### src/rtl/ram_port_arbiter.sv
// Two-master round-robin arbiter in front of a single-port RAM slave.
// Routes fixed-latency read data back to whichever master issued the read.
module ram_port_arbiter #(
  parameter int unsigned ADDR_W     = 16,
  parameter int unsigned DATA_W     = 32,
  parameter int unsigned BE_W       = 4,
  parameter int unsigned RD_LATENCY = 1    // 1: unregistered RAM q, 2: registered q
) (
  input  logic              clk,
  input  logic              reset_n,

  input  logic [ADDR_W-1:0] m0_address,
  input  logic [BE_W-1:0]   m0_byteenable,
  input  logic              m0_read,
  input  logic              m0_write,
  input  logic [DATA_W-1:0] m0_writedata,
  output logic              m0_waitrequest,
  output logic [DATA_W-1:0] m0_readdata,
  output logic              m0_readdatavalid,

  input  logic [ADDR_W-1:0] m1_address,
  input  logic [BE_W-1:0]   m1_byteenable,
  input  logic              m1_read,
  input  logic              m1_write,
  input  logic [DATA_W-1:0] m1_writedata,
  output logic              m1_waitrequest,
  output logic [DATA_W-1:0] m1_readdata,
  output logic              m1_readdatavalid,

  output logic [ADDR_W-1:0] ram_address,
  output logic [BE_W-1:0]   ram_byteenable,
  output logic              ram_chipselect,
  output logic              ram_write,
  output logic [DATA_W-1:0] ram_writedata,
  output logic              ram_clken,
  input  logic [DATA_W-1:0] ram_readdata
);

  logic req0, req1;
  logic grant0, grant1;
  logic rr_ptr_q, rr_ptr_d;
  logic rd_accept;

  logic [RD_LATENCY-1:0] pipe_vld_q, pipe_vld_d;
  logic [RD_LATENCY-1:0] pipe_own_q, pipe_own_d;
  logic                  tail_vld, tail_own;

  logic [DATA_W-1:0] rdata0_q, rdata0_d;
  logic [DATA_W-1:0] rdata1_q, rdata1_d;

  assign req0 = m0_read | m0_write;
  assign req1 = m1_read | m1_write;

  // rr_ptr_q names the master that wins when both request.
  always_comb begin
    grant0 = req0 & (~req1 | ~rr_ptr_q);
    grant1 = req1 & (~req0 |  rr_ptr_q);
  end

  always_comb begin
    rr_ptr_d = rr_ptr_q;
    if (grant0) begin
      rr_ptr_d = 1'b1;
    end else if (grant1) begin
      rr_ptr_d = 1'b0;
    end
  end

  assign m0_waitrequest = req0 & ~grant0;
  assign m1_waitrequest = req1 & ~grant1;

  // A simultaneous read+write is treated as a write only.
  assign rd_accept = (grant0 & m0_read & ~m0_write) | (grant1 & m1_read & ~m1_write);

  always_comb begin
    ram_chipselect = grant0 | grant1;
    ram_write      = 1'b0;
    ram_address    = m0_address;
    ram_byteenable = m0_byteenable;
    ram_writedata  = m0_writedata;
    if (grant1) begin
      ram_write      = m1_write;
      ram_address    = m1_address;
      ram_byteenable = m1_byteenable;
      ram_writedata  = m1_writedata;
    end else if (grant0) begin
      ram_write      = m0_write;
    end
  end

  assign ram_clken = reset_n;

  always_comb begin
    pipe_vld_d    = pipe_vld_q;
    pipe_own_d    = pipe_own_q;
    for (int i = RD_LATENCY - 1; i > 0; i--) begin
      pipe_vld_d[i] = pipe_vld_q[i-1];
      pipe_own_d[i] = pipe_own_q[i-1];
    end
    pipe_vld_d[0] = rd_accept;
    pipe_own_d[0] = rd_accept & grant1;
  end

  assign tail_vld = pipe_vld_q[RD_LATENCY-1];
  assign tail_own = pipe_own_q[RD_LATENCY-1];

  assign m0_readdatavalid = tail_vld & ~tail_own;
  assign m1_readdatavalid = tail_vld &  tail_own;

  // Pass RAM data straight through on the valid cycle, otherwise hold the last word.
  assign m0_readdata = m0_readdatavalid ? ram_readdata : rdata0_q;
  assign m1_readdata = m1_readdatavalid ? ram_readdata : rdata1_q;
  assign rdata0_d    = m0_readdata;
  assign rdata1_d    = m1_readdata;

  always_ff @(posedge clk or negedge reset_n) begin
    if (!reset_n) begin
      rr_ptr_q   <= 1'b0;
      pipe_vld_q <= '0;
      pipe_own_q <= '0;
      rdata0_q   <= '0;
      rdata1_q   <= '0;
    end else begin
      rr_ptr_q   <= rr_ptr_d;
      pipe_vld_q <= pipe_vld_d;
      pipe_own_q <= pipe_own_d;
      rdata0_q   <= rdata0_d;
      rdata1_q   <= rdata1_d;
    end
  end

endmodule

### config.mk
export PLATFORM = sky130hd
export DESIGN_NAME = ram_port_arbiter
export DESIGN_NICKNAME = d
export VERILOG_FILES = /design/src/rtl/ram_port_arbiter.sv
export SDC_FILE = /design/constraint.sdc
export NUM_CORES = 1
export LEC_CHECK = 0
export CORE_MARGIN = 4
export CORE_UTILIZATION = 33
export CTS_CLUSTER_SIZE = 8
export DETAILED_ROUTE_END_ITERATION = 10
export GPL_TIMING_DRIVEN = 0
export MAX_ROUTING_LAYER = met4
export PLACE_DENSITY = 0.82
export SLEW_MARGIN = 20
export SYNTH_ARGS = -nofsm -noshare
export SYNTH_HDL_FRONTEND = slang
export SYNTH_SLANG_ARGS = --single-unit
### constraint.sdc
create_clock -name clk -period 1.5 [get_ports clk]
set_input_delay 0.15 -clock clk [delete_from_list [all_inputs] [get_ports clk]]
set_output_delay 0.15 -clock clk [all_outputs]
set_load 0.05 [all_outputs]
==> Yosys cells after proc, flatten, opt, wreduce, memory -nomap -nowiden <==
Index checks and enable logic that the tools add are counted.
{ "classes": {"n_reduce_logical": 1, "muxes": 9, "bitwise_logic": 25} }
{ "ops": {"columns": ["operator", "count"], "rows": [
  ["$mux 32", 3],
  ["$mux 16", 1],
  ["$and 1x1->1", 11],
  ["$not 1->1", 8],
  ["$or 1x1->1", 6],
  ["$mux 1", 4],
  ["$mux 4", 1],
  ["$reduce_bool 2->1", 1]
]} }
{ "word_totals": {"ff_bits": 67} }

==> Depth between registers and ports, before layout <==
Gate-level depths: netlist (run 1).
{ "depth": {"word_depth": 8, "ltp_mapped": 4, "mapped_depth_nobuf": 3} }

==> Least setup slack after synthesis (run 1) <==
No wires, ideal clock.
{ "synth_timing": {"path_type": "reg2out", "start": "reg rr_ptr_q", "end": "out m0_waitrequest", "path_buffers": 1, "stages_incl_launch_ff": 3, "setup_slack_ns": -0.306, "arrival_ns": 1.656, "required_ns": 1.350, "path_cell_list": "dfrtp_1 buf_2 nor3b_1"} }
{ "synth_between": {"elab_chain_len": 5} }
{ "synth_rtl": {"columns": ["element", "line", "rtl"], "rows": [
  ["start, declared", "41", "logic rr_ptr_q, rr_ptr_d;"],
  ["start signal, assigned", "124", "rr_ptr_q <= rr_ptr_d;"],
  ["$not 1->1", "56", "grant0 = req0 & (~req1 | ~rr_ptr_q);"],
  ["$or 1x1->1", "56", null],
  ["$and 1x1->1", "56", null],
  ["$not 1->1", "69", "assign m0_waitrequest = req0 & ~grant0;"],
  ["$and 1x1->1", "69", null],
  ["end, declared", "17", "output logic m0_waitrequest,"]
]} }
Every way passes these cells.

==> Worst setup path in the final report (run 1) <==
{ "layout_timing": {"start": "reg rr_ptr_q", "end": "out ram_writedata[12]"} }
{ "layout_between": {"elab_chain_len": 3} }
{ "layout_rtl": {"columns": ["element", "line", "rtl"], "rows": [
  ["$or 1x1->1", "57", "grant1 = req1 & (~req0 | rr_ptr_q);"],
  ["$and 1x1->1", "57", null],
  ["$mux 32", "81", "if (grant1) begin"],
  ["end, declared", "34", "output logic [DATA_W-1:0] ram_writedata,"]
]} }
Every way passes these cells.

==> run_results.csv, run 1 <==
group,metric,value,unit
run_status,status,"finished with violations",
run_status,violations,"negative setup slack",
cells_and_area,fin_nets,716,
detailed_routing,dr.pass1.iters,4,
sta,hold_viol_final,0,
sta,slew_violations,0,
worst_setup_path,worstPathArrival,1.92,ns
sta,setup_viol,124,
clock_network,cts_buffers,9,
min_path,hp-class,"input pin to flop",
grt,grt_pass1_vias,3692,
yosys,syn-num-nets,360,
floorplanning,io_pins,265,
floorplanning,die_y,107,µm
power,finalPower,13.0,mW
floorplanning,rows,35,
detailed_routing,wl_per_cell,25.4,µm
worst_setup_path,cp-start-kind,"flop",
sta,max_freq,484,MHz
power,irDropWorstVdd,0.908,mV
yosys,syn_area,0.00321,mm²
yosys,synth_cells,218,
sta,relSlewSlack,0.663,
placement,gp_congestion,0.881,
yosys,synth.avg_cell_area,14.7,µm²
power,p_leak,4.03,nW
detailed_routing,vias,3429,
placement,hpwlAfterDp,10100,µm
worst_setup_path,required,1.35,ns
sta,fin_crit_sh,1.38,
detailed_routing,vias_per_cell,4.84,
clock_network,clkSinkCount,67,
yosys,yosysSeqAreaShare,0.522,
grt,antenna_found_initial,1,
sta,fin_setup_tns,-46.92,ns
sta,hold_ws,0.391,ns
clock_network,cts_tree,"yes",
floorplanning,core-area,0.00937,mm²
power,power.density,1560,mW/mm²
grt,grt_max_degree,40,
yosys,ys.warnings.count,0,
sta,fin_skew,0.0160,ns
clock_network,worst_skew_pair.late_latency,0.34,ns
detailed_routing,drc,0,
worst_setup_path,critPathKind,"flop to output pin",
yosys,ys_seq_elements,67,
clock_network,clockBufferDepth,2,
detailed_routing,routed_wl,18000,µm
grt,grt.total_usage,0.269,
detailed_routing,drtAntennaViolNets,0,
grt,gr-total-overflow,0,
cells_and_area,seqCellArea,0.00168,mm²
floorplanning,design.die.area,0.0114,mm²
worst_setup_path,path_max_fanout,7,
worst_setup_path,setup.worst_path.end_class,"output pin",
sta,timing.final.ws_setup,-0.568,ns
clock_network,root_buffer,"clkbuf_8",
floorplanning,initial_core_util,0.343,
cells_and_area,area_delta_synth_final,160,%
sta,worst_slew_pin_slew,0.508,ns
cells_and_area,multi_input_area,0.00192,mm²
run,maxCapViolCount,0,
grt,grt_pass1_wl,22000,µm
detailed_routing,drt_iter0_markers,83,
floorplanning,die_x,107,µm
sta,layout_min_cycle_time,2.07,ns
cells_and_area,layout-drive-gt1-share,0.625,
cells_and_area,final_area,0.00835,mm²
cells_and_area,num-fill-cells,401,
placement,io_buffers,264,
clock_network,htreeDepth,3,
yosys,yosysUniqueCellTypes,18,
placement,place_area,0.00605,mm²
clock_network,clk_pin_slew,0.08,ns
sta,rsz0062_at_grt,"true",
==> critical path, cell delays in order, from the launching register on <==
cell and delay [ns]:
dfrtp_2 0.44, o22ai_4 0.17, buf_12 0.15, buf_12 0.11, buf_12 0.12, buf_6 0.12, mux2_4 0.32, buf_6 0.16
==> sequential cells by signal, indices dropped and copies added (netlist names) <==
register and flops:
rdata1_q 32, pipe_own_q 1, pipe_vld_q 1, rdata0_q 32, rr_ptr_q 1
==> cell usage after synthesis, drive strengths merged <==
library cell / number / area [µm²]
nor2: 3 / 18.8
o21ai: 1 / 5.00
inv: 2 / 7.51
nor3b: 1 / 7.51
nand2: 4 / 15.0
nor2b: 2 / 12.5
buf: 14 / 104
o22ai: 1 / 20.0
mux2: 116 / 1310
a21o: 1 / 7.51
a21oi: 3 / 15.0
dfrtp: 67 / 1680
or2b: 1 / 7.51
nor3: 1 / 5.00
nand2b: 1 / 6.26
==> power by group <==
| part | switching [mW] | leakage, nW | internal, mW |
|---|---|---|---|
| Clock | 0.760 | 0.111 | 0.950 |
| Combinational | 4.55 | 3.14 | 4.13 |
| Sequential | 0.244 | 0.781 | 2.36 |
| Total | 5.55 | 4.03 | 7.45 |
==> final cells by class <==
type                    count  area share
inverters                   2     0.00150
diodes                      1    0.000300
flip-flops and latches     67       0.201
multi-input cells         135       0.229
repair buffers            350       0.505
clock inverters             7      0.0121
plain buffers               9      0.0160
clock buffers               9      0.0148
well taps                 129      0.0193
==> cell families after synthesis <==
logic type / count (synthesis) / synth area share
AOI/OAI and AO/OA: 6 / 0.0148
and+or+nand+nor: 13 / 0.0226
buffers and inverters: 16 / 0.0346
muxes: 116 / 0.406
DFF: 67 / 0.522
==> layout by cell type (no fill, tap or decap), types with 2 or more instances in the layout <==
cell	count
clkbuf_16	2
buf_12	17
nor2_4	2
buf_8	103
inv_4	2
clkbuf_8	9
mux2_4	112
dfrtp_1	65
clkinv_4	2
nor2b_1	2
buf_6	62
dfrtp_2	2
clkdlybuf4s50_1	136
buf_4	29
dlygate4sd2_1	5
nand2_1	3
mux2_2	4
buf_16	3
bufinv_16	2
==> stage by stage <==
stage / setup slack, ns / std cells / utilization
detailed placement: -1.07 / 612 / 0.646
floorplan: -0.0170 / 218 / -
global route: -0.623 / 709 / 0.891
finish: -0.568 / 709 / 0.891
CTS: -0.667 / 669 / 0.793
global placement: -2.52 / 611 / 0.644
==> what timing repair did <==
item,4_1_cts,5_1_grt
endpoints found under the hold margin,28,0
buffers inserted,33,48
gates cloned,7,2
endpoints found under the setup margin,123,133
gates resized for setup,892,302
pin swaps,2,2
hold buffers,2,0
==> per-layer routing <==
metal  share of wire  global-route usage
met5               0                   -
met4           0.049               0.135
met3           0.054              0.0728
met2            0.56               0.486
met1            0.34               0.264
==> final timing paths <==
check	from	to	slack (ns)	depth (start not counted)
setup / recovery	rr_ptr_q	ram_writedata[12]	-0.57	7
hold / removal	m0_write	pipe_vld_q	0.39	2
setup reg to reg	pipe_vld_q	rdata0_q[20]	-0.01	6
hold reg to reg	rdata0_q[18]	rdata0_q[18]	0.51	1
max in group asynchronous	reset_n	rr_ptr_q	0.74	3
min in group asynchronous	reset_n	rdata0_q[23]	0.52	3
(Power assumes the default switching activity.)
==> inputs of run 2 (changes only) <==
--- a/config.mk
+++ b/config.mk
@@ -5,13 +5,14 @@
 export SDC_FILE = /design/constraint.sdc
 export NUM_CORES = 1
 export LEC_CHECK = 0
-export CORE_MARGIN = 4
-export CORE_UTILIZATION = 33
+export ABC_CLOCK_PERIOD_IN_PS = 1500
+export CORE_AREA = 2 2 102 104
 export CTS_CLUSTER_SIZE = 8
 export DETAILED_ROUTE_END_ITERATION = 10
+export DIE_AREA = 0 0 104 106
 export GPL_TIMING_DRIVEN = 0
 export MAX_ROUTING_LAYER = met4
-export PLACE_DENSITY = 0.82
+export PLACE_DENSITY = 0.81
 export SLEW_MARGIN = 20
 export SYNTH_ARGS = -nofsm -noshare
 export SYNTH_HDL_FRONTEND = slang
==> run 2 against run 1 <==
Compared with the run above: the flow still finishes with violations (negative setup slack); critical path depth down 2; via count decreased by 13%; clock skew decreased by 0.0076 ns; routed wire length fell by 29%; register-to-register slack gained 0.12 ns; setup slack improved by 0.19 ns; sequential power shrank 2%; critical path type unchanged; critical endpoint is now ram_writedata[10]; largest cell class unchanged; highest routed layer unchanged.
==> run_results.csv, run 2 (synthesis gave the netlist of run 1 again) <==
group,metric,value,unit
run_status,status,"finished with violations",
run_status,violations,"negative setup slack",
power,power_switching,4.98,mW
cells_and_area,final_area,0.00718,mm²
power,comb_power_share,0.643,
detailed_routing,vias,2981,
clock_network,clkSinkCount,67,
floorplanning,design.die.area,0.0110,mm²
clock_network,worst_skew_pair.late_latency,0.34,ns
worst_setup_path,required,1.35,ns
worst_setup_path,worstPathArrival,1.73,ns
detailed_routing,routed_wl,12900,µm
cells_and_area,antenna-diode-count,0,
sta,fin_skew,0.00834,ns
sta,relSlewSlack,0.675,
clock_network,cts_tree,"yes",
cells_and_area,final_cell_mix,"clkdlybuf4s50_1, buf_6, mux2_4",
detailed_routing,drtAntennaViolNets,0,
grt,grt.total_usage,0.227,
floorplanning,io_pins,265,
sta,fin_setup_tns,-35.64,ns
floorplanning,die_x,104,µm
sta,slew_violations,0,
cells_and_area,largestRegisters,"rdata0_q x32, rdata1_q x32",
cells_and_area,final_common_cell,"clkdlybuf4s50_1",
floorplanning,die_y,106,µm
worst_setup_path,path_max_fanout,10,
power,irDropWorstVdd,0.819,mV
cells_and_area,layout-drive-gt1-share,0.581,
floorplanning,initial_core_util,0.321,
placement,gp_congestion,0.826,
worst_setup_path,critPathKind,"flop to output pin",
clock_network,clk_pin_slew,0.07,ns
power,p_sw_frac,0.438,
power,p_clk_frac,0.133,
cells_and_area,num-fill-cells,680,
sta,setup_viol,118,
detailed_routing,vias_per_cell,4.57,
sta,max_freq,533,MHz
clock_network,cts_buffers,9,
detailed_routing,drt_iter0_markers,123,
clock_network,clockBufferDepth,2,
detailed_routing,dr.pass1.iters,4,
min_path,hp-class,"input pin to flop",
sta,rsz0062_at_grt,"true",
cells_and_area,area_delta_synth_final,123,%
cells_and_area,fin_nets,653,
clock_network,htreeDepth,3,
worst_setup_path,cp-start-kind,"flop",
power,p_leak,3.35,nW
detailed_routing,drc,0,
power,power.density,1590,mW/mm²
grt,gr-total-overflow,0,
sta,hold_viol_final,0,
sta,fin_crit_sh,1.25,
power,p_seq_frac,0.224,
detailed_routing,wl_per_cell,19.8,µm
placement,io_buffers,264,
grt,grt_pass1_vias,3234,
floorplanning,rows,37,
power,p_int,6.40,mW
run,maxCapViolCount,0,
placement,place_area,0.00606,mm²
placement,hpwlAfterDp,9720,µm
clock_network,root_buffer,"clkbuf_8",
grt,grt_pass1_wl,18300,µm
cells_and_area,multi_input_area,0.00172,mm²
sta,timing.final.ws_setup,-0.377,ns
cells_and_area,seqCellArea,0.00168,mm²
sta,layout_min_cycle_time,1.88,ns
sta,worst_slew_pin_slew,0.486,ns
grt,grt_max_degree,38,
grt,antenna_found_initial,0,
floorplanning,core-area,0.0100,mm²
worst_setup_path,setup.worst_path.end_class,"output pin",
[run 2: changes by cell type in the layout (fill, tap and decap cells not counted), sizes merged]
| cell | delta |
|---|---|
| buf | -65 |
| dlygate4sd2 | -5 |
| clkbuf | +3 |
| dlymetal6s2s | +3 |
| clkdlybuf4s50 | +2 |
| bufinv | -1 |
| clkinvlp | +1 |
| diode | -1 |
| inv | -1 |
[run 2: final cells by class]
| class | count | area share |
|---|---|---|
| Buffer | 12 | 0.0282 |
| Multi-Input combinational cell | 135 | 0.240 |
| Tap cell | 136 | 0.0237 |
| Timing Repair Buffer | 284 | 0.444 |
| Clock buffer | 10 | 0.0192 |
| Sequential cell | 67 | 0.234 |
| Clock inverter | 6 | 0.00889 |
| Inverter | 2 | 0.00174 |
[run 2: path summary, 6_finish.rpt]
kind / start / to / slack, ns / cells past startpoint
worst max-delay path: rr_ptr_q / ram_writedata[10] / -0.38 / 5
worst min register to register: rdata0_q[4] / rdata0_q[4] / 0.50 / 1
worst min-delay path: m0_write / pipe_vld_q / 0.16 / 2
max in group asynchronous: reset_n / pipe_own_q / 0.81 / 3
min in group asynchronous: reset_n / rdata1_q[27] / 0.48 / 3
worst max register to register: pipe_own_q / rdata0_q[29] / 0.11 / 4
[run 2: routing by layer]
layer,share of wire,vias up,track usage,wire (µm)
met4,0.014,0,0.0569,180
met2,0.55,132,0.406,7030
li1,-,1361,-,-
met1,0.38,1479,0.251,4890
met5,0,-,-,0
met3,0.061,9,0.0613,781
[run 2: repair_timing]
action                     4_1_cts  5_1_grt
gates cloned                     2        2
hold endpoints to repair        30        0
pin swaps                        2        2
gates resized for setup        829      185
setup endpoints to repair      123      122
setup buffers                    6        8
hold buffers                     2        0
[run 2: worst max-delay path: stages, from the launching register on]
cell and delay (ns):
dfrtp_2 0.45, o22ai_4 0.13, buf_12 0.16, buf_12 0.13, mux2_2 0.35, buf_6 0.16
[run 2: per-stage QoR]
stage	std cells	hold slack [ns]	util	power [mW]	setup WS (ns)
floorplan	218	-0.146	-	6.46	-0.0170
global placement	618	0.477	0.604	8.50	-2.49
CTS	644	0.448	0.667	10.6	-0.426
detailed placement	619	0.109	0.606	8.59	-1.08
global route	652	0.178	0.718	11.8	-0.428
finish	652	0.158	0.718	11.4	-0.377
[run 2: power by group through the flow]
| stage | clock [mW] | sequential [mW] | combinational, mW |
|---|---|---|---|
| 4_1_cts | 1.55 | 2.51 | 6.55 |
| 3_3_place_gp | 0 | 2.49 | 6.01 |
| 3_5_place_dp | 0 | 2.53 | 6.07 |
| 2_1_floorplan | 0 | 2.47 | 3.99 |
| 6_report | 1.52 | 2.55 | 7.32 |
| 5_1_grt | 1.65 | 2.60 | 7.55 |
